## config.mk

```make
export PLATFORM = sky130hd
export DESIGN_NAME = cla_sub_serial
export DESIGN_NICKNAME = d
export VERILOG_FILES = /design/src/rtl/cla_sub_serial.sv
export SDC_FILE = /design/constraint.sdc
export NUM_CORES = 1
export LEC_CHECK = 0
export ABC_CLOCK_PERIOD_IN_PS = 4000
export CELL_PAD_IN_SITES_DETAIL_PLACEMENT = 1
export CELL_PAD_IN_SITES_GLOBAL_PLACEMENT = 1
export CORE_UTILIZATION = 44
export CTS_CLUSTER_DIAMETER = 50
export DETAILED_ROUTE_END_ITERATION = 12
export PLACE_DENSITY_LB_ADDON = 0.08
export REMOVE_ABC_BUFFERS = 1
export SYNTH_ARGS = -nofsm -noshare
export SYNTH_HDL_FRONTEND = slang
export SYNTH_SLANG_ARGS = --single-unit
```

## constraint.sdc

```tcl
create_clock -name clk -period 4 [get_ports clk]
set_input_delay 0.6 -clock clk [delete_from_list [all_inputs] [get_ports clk]]
set_output_delay 0.6 -clock clk [all_outputs]
set_load 0.02 [all_outputs]
```

## src/rtl/cla_sub_serial.sv

```systemverilog
// Nibble-serial unsigned subtractor: D = A - B - b_1, one borrow-lookahead slice per clock.
// Optional CLA_SUB_SERIAL_OVF_EN adds a signed-overflow output.
module cla_sub_serial #(
    parameter int WIDTH = 16
) (
    input  logic             clk,
    input  logic             rst_n,
    input  logic             in_valid,
    output logic             in_ready,
    input  logic [WIDTH-1:0] a_in,
    input  logic [WIDTH-1:0] b_in,
    input  logic             b_1,
    output logic             out_valid,
    input  logic             out_ready,
    output logic [WIDTH-1:0] diff,
    output logic             bo,
    output logic             zero
`ifdef CLA_SUB_SERIAL_OVF_EN
    ,
    output logic             ovf
`endif
);

    localparam int NIB = WIDTH / 4;
    localparam int CW  = (NIB > 1) ? $clog2(NIB) : 1;
    localparam logic [CW-1:0] LAST = CW'(NIB - 1);

    typedef enum logic [1:0] {IDLE, RUN, DONE} state_t;

    state_t           state;
    logic [CW-1:0]    cnt;
    logic             borrow;
    logic [WIDTH-1:0] a_q;
    logic [WIDTH-1:0] b_q;

    logic [3:0]       sa, sb, g, p, c, s;
    logic             cin, cout;
    logic [WIDTH-1:0] diff_nx;

    // Subtraction as a + ~b + ~borrow through a 4-bit carry-lookahead slice
    always_comb begin
        sa      = a_q[4*cnt +: 4];
        sb      = ~b_q[4*cnt +: 4];
        cin     = ~borrow;
        g       = sa & sb;
        p       = sa ^ sb;
        c[0]    = cin;
        c[1]    = g[0] | (p[0] & cin);
        c[2]    = g[1] | (p[1] & g[0]) | (p[1] & p[0] & cin);
        c[3]    = g[2] | (p[2] & g[1]) | (p[2] & p[1] & g[0])
                | (p[2] & p[1] & p[0] & cin);
        cout    = g[3] | (p[3] & g[2]) | (p[3] & p[2] & g[1])
                | (p[3] & p[2] & p[1] & g[0])
                | (p[3] & p[2] & p[1] & p[0] & cin);
        s       = p ^ c;
        diff_nx = diff;
        diff_nx[4*cnt +: 4] = s;
    end

    assign bo = borrow;

    always_ff @(posedge clk or negedge rst_n) begin
        if (!rst_n) begin
            state     <= IDLE;
            cnt       <= '0;
            borrow    <= 1'b0;
            a_q       <= '0;
            b_q       <= '0;
            diff      <= '0;
            zero      <= 1'b0;
            out_valid <= 1'b0;
            in_ready  <= 1'b0;
`ifdef CLA_SUB_SERIAL_OVF_EN
            ovf       <= 1'b0;
`endif
        end else begin
            unique case (state)
                IDLE: begin
                    if (in_valid && in_ready) begin
                        a_q      <= a_in;
                        b_q      <= b_in;
                        borrow   <= b_1;
                        cnt      <= '0;
                        in_ready <= 1'b0;
                        state    <= RUN;
                    end else begin
                        in_ready <= 1'b1;
                    end
                end
                RUN: begin
                    diff   <= diff_nx;
                    borrow <= ~cout;
                    cnt    <= cnt + 1'b1;
                    if (cnt == LAST) begin
                        zero      <= (diff_nx == '0);
                        out_valid <= 1'b1;
                        state     <= DONE;
`ifdef CLA_SUB_SERIAL_OVF_EN
                        ovf <= (a_q[WIDTH-1] ^ b_q[WIDTH-1])
                             & (a_q[WIDTH-1] ^ diff_nx[WIDTH-1]);
`endif
                    end
                end
                DONE: begin
                    if (out_ready) begin
                        out_valid <= 1'b0;
                        in_ready  <= 1'b1;
                        state     <= IDLE;
                    end
                end
                default: state <= IDLE;
            endcase
        end
    end

endmodule

```

Word level (Yosys, flattened, before mapping). Cells that the tools add are included.

Flip-flop bits (word level): 56. Bits of input ports: 37. Output and inout bits: 20. Logic and storage cells: 80.

$add $sub $neg: 2. Equal/unequal tests: 6. Shift operators: 4. Multiplexer cells: 15. Bitwise operators: 32. Reductions and logical operators: 12.

Operators with widths (number): 4-bit negation with 34-bit output (1); 4-bit by 34-bit variable shift with 16-bit output (first input constant) (1); 4-bit by 34-bit variable part select with 16-bit output (1); 16-bit by 5-bit variable part select with 4-bit output (2); 1-bit AND (16); 16-bit bitwise mux (1); 16-bit zero test (1); 1-bit bitwise OR (10); 2-bit 2-to-1 mux (4); 2-bit AND reduction (4); 4-bit bitwise XOR (2); 2-bit inequality test (second input constant) (3); 1-bit case mux with 2 select lines (3); 2-bit case mux with 3 select lines (1); 3-bit AND reduction (2); 2-bit nonzero test (3); 1-bit 2-to-1 mux (5); 4-bit AND (1); 2-bit == test (second input constant) (2); 4-bit inverter (1); 2-bit case mux with 2 select lines (1); 2-bit by 1-bit adder with 2-bit output (second input constant) (1); 2-bit by 1-bit == test with 1-bit output (second input constant) (1); 2-bit zero test (1); 2 further kinds (3).

Logic depth before layout (Yosys ltp).
Word-level depth: 11. Depth in mapped cells: 9. Mapped depth without buffers: 8.

Worst setup path before layout. Ideal clock, no wire load.

Path type: register to register. From: register cnt[0]. To: register zero. Library setup time: 121 ps. Data arrival time: 2651 ps. Required time: 3879 ps. Setup slack: 1228 ps. Cell stages (with the launch flop): 9. Buffers on the path: 1. Clock period less this slack: 2772 ps. Cell sequence: dfrtp_1 buf_2 mux4_2 ha_1 nor2b_1 o31a_1 o31ai_1 or4_1 a22o_1.

Word-level cells in the longest chain between the ends: 11. Elaborated cells between the ends (all ways): 28. Those cells by class: add/sub (1); eq/ne (1); shift (4); mux (1); bitwise (19); reduce/logical (2).

Ends and longest elaborated chain: start: declaration (RTL line 31) `logic [CW-1:0] cnt;`; start signal: assignment (RTL line 93) `cnt <= cnt + 1'b1;`; 16-bit by 5-bit variable part select with 4-bit output (RTL line 43) `sb = ~b_q[4*cnt +: 4];`; 4-bit inverter (RTL line 43); 4-bit bitwise XOR or 4-bit AND (tied branches) (RTL line 46, 45); 1-bit AND, on equally long branches (RTL line 50, 51); 1-bit bitwise OR (tied with other cells) (RTL line 50) `c[3] = g[2] | (p[2] & g[1]) | (p[2] & p[1] & g[0])`; 1-bit bitwise OR or 1-bit AND (tied branches) (RTL line 50, 51); 1-bit bitwise OR (RTL line 51) `| (p[2] & p[1] & p[0] & cin);`; 4-bit bitwise XOR (RTL line 55) `s = p ^ c;`; 4-bit by 34-bit variable part select with 16-bit output (RTL line 57) `diff_nx[4*cnt +: 4] = s;`; 16-bit bitwise mux (RTL line 57); 16-bit zero test (RTL line 95) `zero <= (diff_nx == '0);`; end signal: assignment (RTL line 95); end: declaration (RTL line 17) `output logic zero`.

Several ways; a longest one is shown, not always the timed one. A chain may end at the register's enable or synchronous reset.

Final worst setup path.
From: register cnt[0]. To: register diff[11].

Word-level cells in the longest chain between the ends: 10. Elaborated cells between the ends (all ways): 25. Those cells by class: add/sub (1); shift (4); mux (1); bitwise (19).

Ends and longest elaborated chain: 16-bit by 5-bit variable part select with 4-bit output (RTL line 43); 4-bit inverter (RTL line 43); 4-bit bitwise XOR or 4-bit AND (tied branches) (RTL line 46, 45); 1-bit AND, on equally long branches (RTL line 50, 51); 1-bit bitwise OR (tied with other cells) (RTL line 50); 1-bit bitwise OR or 1-bit AND (tied branches) (RTL line 50, 51); 1-bit bitwise OR (RTL line 51); 4-bit bitwise XOR (RTL line 55); 4-bit by 34-bit variable part select with 16-bit output (RTL line 57); 16-bit bitwise mux * (RTL line 57); end signal: assignment (RTL line 91) `diff <= diff_nx;`; end: declaration (RTL line 15) `output logic [WIDTH-1:0] diff,`.

Mark *: on every way between the ends. The rest lies on a longest branch, timed or not.

==> flow_summary.rst <==
.. list-table::
   :header-rows: 1

   * - Metric
     - Value
   * - Status
     - complete, no violations
   * - Warnings, synthesis
     - 0
   * - Leading area contributor after synthesis
     - sky130_fd_sc_hd__dfrtp_1
   * - Clock network fraction of design power
     - 0.117
   * - Post-CTS Hold Buffers
     - 0
   * - Post-synth top flop
     - sky130_fd_sc_hd__dfrtp_1
   * - Layout net count
     - 336
   * - IO Port Bufs
     - 56
   * - Post-detailed-route wirelength per cell
     - 17.2 um
   * - Fill cell count
     - 626
   * - Number of gates resized after CTS
     - 0
   * - Worst Max-Slew Pin Slew
     - 0.722 ns
   * - Cells along the critical path
     - mux4_2, ha_1, nor2b_1, o21ai_0, a21bo_2, a211oi_1, a22o_1
   * - H-Tree Depth
     - 2
   * - Final wirelength
     - 6250 um
   * - Combinational share of power
     - 0.593
   * - Number of sinks driven by the clock tree
     - 56
   * - Pin count of the biggest net entering global routing
     - 57
   * - Width of the die
     - 81.5 um
   * - Core area
     - 0.00603 sq mm
   * - Final antenna-violating net count
     - 0
   * - Total standard cell area after synthesis
     - 0.00278 sq mm
   * - Area fraction of the dominant cell type after synthesis
     - 0.504
   * - CTS tree
     - built
   * - Detailed-route vias per instance
     - 5.51
   * - Max Root-Sink Buffers
     - 2
   * - Clock root cell
     - sky130_fd_sc_hd__clkbuf_8
   * - Crit path required time
     - 4.25 ns
   * - Post-synthesis instance total
     - 226
   * - Number of storage elements in the synthesis netlist
     - 56
   * - Remaining routing DRC violations
     - 0
   * - Slew Limit Fails
     - 0
   * - Core utilization of the finished layout
     - 0.591
   * - Initial antenna violation count
     - 0
   * - Worst-path cell with the longest stage delay
     - sky130_fd_sc_hd__dfrtp_1
   * - Path type of the worst min-delay path
     - in -> async
   * - Final Skew
     - 0.00678 ns
   * - Switch Pwr
     - 1.49 mW
   * - Clock-pin slew reported for the worst setup and hold paths after clock tree synthesis
     - 0.10 ns
   * - Leakage power
     - 1.49 nW
   * - Height of the die
     - 81.5 um
   * - Final TNS setup
     - 0 ns
   * - Share of the clock period used by the worst path
     - 0.771
   * - ANT cells
     - 0
   * - Area of the die
     - 0.00664 sq mm
   * - Vias
     - 2,000
   * - Largest driver fanout on the critical path
     - 12
   * - RSZ-0062 raised after global routing
     - false
   * - Overall Power
     - 3.48 mW
   * - Leading cell type in the layout, fill and taps excluded
     - sky130_fd_sc_hd__dfrtp_1
   * - Relative contribution of sequential cells to total power
     - 0.291
   * - Setup Crit Path Kind
     - reg -> reg
   * - Top post-synthesis cells by area
     - sky130_fd_sc_hd__dfrtp_1, sky130_fd_sc_hd__mux2_2, sky130_fd_sc_hd__mux4_2, sky130_fd_sc_hd__ha_1, sky130_fd_sc_hd__nand2_1
   * - PwrDens
     - 976 mW/mm^2
   * - Initial Utilization
     - 0.462
   * - Number of global-route vias before repair
     - 2,192
   * - Final setup violating endpoints
     - 0
   * - Half-perimeter wire length after placement
     - 4670 um
   * - Number of DRC markers in iteration 0
     - 94
   * - DR pass1 iterations
     - 4
   * - Element type at the critical path start
     - flip-flop
   * - Post-synthesis async set-or-reset flop share
     - 1.00
   * - First-pass GRT wire length
     - 10,700 um
   * - Endpoint type of the worst setup path
     - flip-flop
   * - Synthesized area per cell
     - 12.3 sq um
   * - Number of clock buffers inserted by TritonCTS
     - 5
   * - Number of enable flip-flop cells after synthesis
     - 0
   * - Count of buffers added by post-CTS timing repair for setup
     - 0
   * - Sequential cell area fraction in the yosys report
     - 0.504
   * - Internal portion of total power
     - 1.98 mW
   * - Final min period
     - 3.09 ns
   * - Max-capacitance violation count
     - 0
   * - Relative area change from synthesis to final layout
     - 28.1%
   * - Total routing resource utilization after global routing
     - 0.220
   * - Total number of placement rows
     - 28
   * - Fraction of layout instances using a drive strength above 1
     - 0.208
   * - Count of cell types in the netlist
     - 39
   * - Most frequent cells in the layout
     - sky130_fd_sc_hd__dfrtp_1, sky130_fd_sc_hd__clkdlybuf4s50_1, sky130_fd_sc_hd__mux2_2
   * - Maximum vdd drop
     - 0.000419 V
   * - Final weighted congestion in routability-driven placement
     - 0.812
   * - Signal arrival time at the worst endpoint
     - 3.34 ns
   * - Clock network latency to the later pin of the worst-skew pair
     - 0.32 ns
   * - Net switching fraction of the power
     - 0.430
   * - Max-slew headroom at the worst pin
     - 0.519
   * - Max Freq
     - 324 MHz
   * - Critical path's largest stage delay
     - 0.67 ns
   * - Number of I/O pins
     - 57
   * - Hold violation total from the final report
     - 0
   * - Global route overflow
     - 0
## sequential cells by signal, indices dropped and copies added (netlist names)
| signal | cells |
|---|---|
| a_q | 16 |
| b_q | 16 |
| diff | 16 |
| cnt | 2 |
| state | 2 |
| bo | 1 |
| in_ready | 1 |
| out_valid | 1 |
| zero | 1 |
## metrics by stage
stage	area [sq um]	hold slack [ns]	instances	setup WS, ns
after floorplan	2750	0.304	219	1.19
after global placement	3440	0.484	355	0.957
after detailed placement	3440	0.495	355	0.863
after CTS	3560	0.438	363	0.825
after global routing	3560	0.457	363	0.659
final	3560	0.398	363	0.914
## critical path, delay by kind of cell, from the launching register on
family,cells,cell delay [ns]
AND/OR/NAND/NOR,1,0.30
adder cells (fa/ha/maj),1,0.29
AO/OA/AOI/OAI,4,1.15
flip-flops,1,0.67
multiplexers,1,0.61
## logic make-up (layout without fill, tap and decap cells)
group	Yosys count	in the layout	synth area share
AOI/OAI and AO/OA	39	39	0.101
DFF	56	56	0.504
muxes	42	42	0.203
and+or+nand+nor	56	56	0.101
xor gates and xnor gates	2	2	0.00630
adders and majority gates	12	12	0.0567
buffers and inverters	19	81	0.0279
## final cells by class
class / count / area [sq um] / area share
inverter: 12 / 45.0 / 0.0126
clock buffer: 7 / 96.3 / 0.0270
timing repair buffer: 61 / 593 / 0.166
sequential: 56 / 1400 / 0.393
clock inverter: 1 / 30.0 / 0.00843
multi-input combinational: 151 / 1300 / 0.366
tap: 75 / 93.8 / 0.0263
## synth_stat cells (2+ instances only)
| library cell | n |
|---|---|
| sky130_fd_sc_hd__a21oi_1 | 5 |
| sky130_fd_sc_hd__a22o_1 | 5 |
| sky130_fd_sc_hd__and2_1 | 2 |
| sky130_fd_sc_hd__buf_2 | 5 |
| sky130_fd_sc_hd__clkbuf_1 | 2 |
| sky130_fd_sc_hd__dfrtp_1 | 56 |
| sky130_fd_sc_hd__ha_1 | 11 |
| sky130_fd_sc_hd__inv_1 | 12 |
| sky130_fd_sc_hd__mux2_2 | 32 |
| sky130_fd_sc_hd__mux4_2 | 8 |
| sky130_fd_sc_hd__nand2_1 | 26 |
| sky130_fd_sc_hd__nand4_1 | 3 |
| sky130_fd_sc_hd__nor2_1 | 9 |
| sky130_fd_sc_hd__nor2b_1 | 5 |
| sky130_fd_sc_hd__nor4_1 | 4 |
| sky130_fd_sc_hd__o21ai_0 | 8 |
| sky130_fd_sc_hd__o22ai_1 | 3 |
| sky130_fd_sc_hd__o31ai_1 | 9 |
## power by group through the flow
stage | registers, mW | clock network [mW] | logic (mW)
2_1_floorplan | 1.06 | 0 | 1.30
3_3_place_gp | 1.02 | 0 | 2.02
3_5_place_dp | 1.03 | 0 | 2.08
4_1_cts | 1.02 | 0.420 | 2.09
5_1_grt | 1.05 | 0.439 | 2.28
6_report | 1.01 | 0.406 | 2.06
## worst paths after layout
path,start,to,slack [ns],depth (start not counted)
max,cnt[0],diff[11],0.91,7
min,rst_n,diff[10],0.40,2
max reg2reg,cnt[0],diff[11],0.91,7
min reg2reg,b_q[9],b_q[9],0.51,1
max in group asynchronous,rst_n,diff[14],3.10,2
min in group clk,b_q[9],b_q[9],0.51,1
## layer usage
layer / GRT usage / vias to the layer above / wire, um
met1: 0.267 / 1005 / 2650
li1: - / 942 / -
met4: 0.0946 / 0 / 129
met3: 0.0467 / 10 / 212
met5: 0 / - / 0
met2: 0.375 / 43 / 3260
No activity file was read; power rests on OpenSTA's default activity.
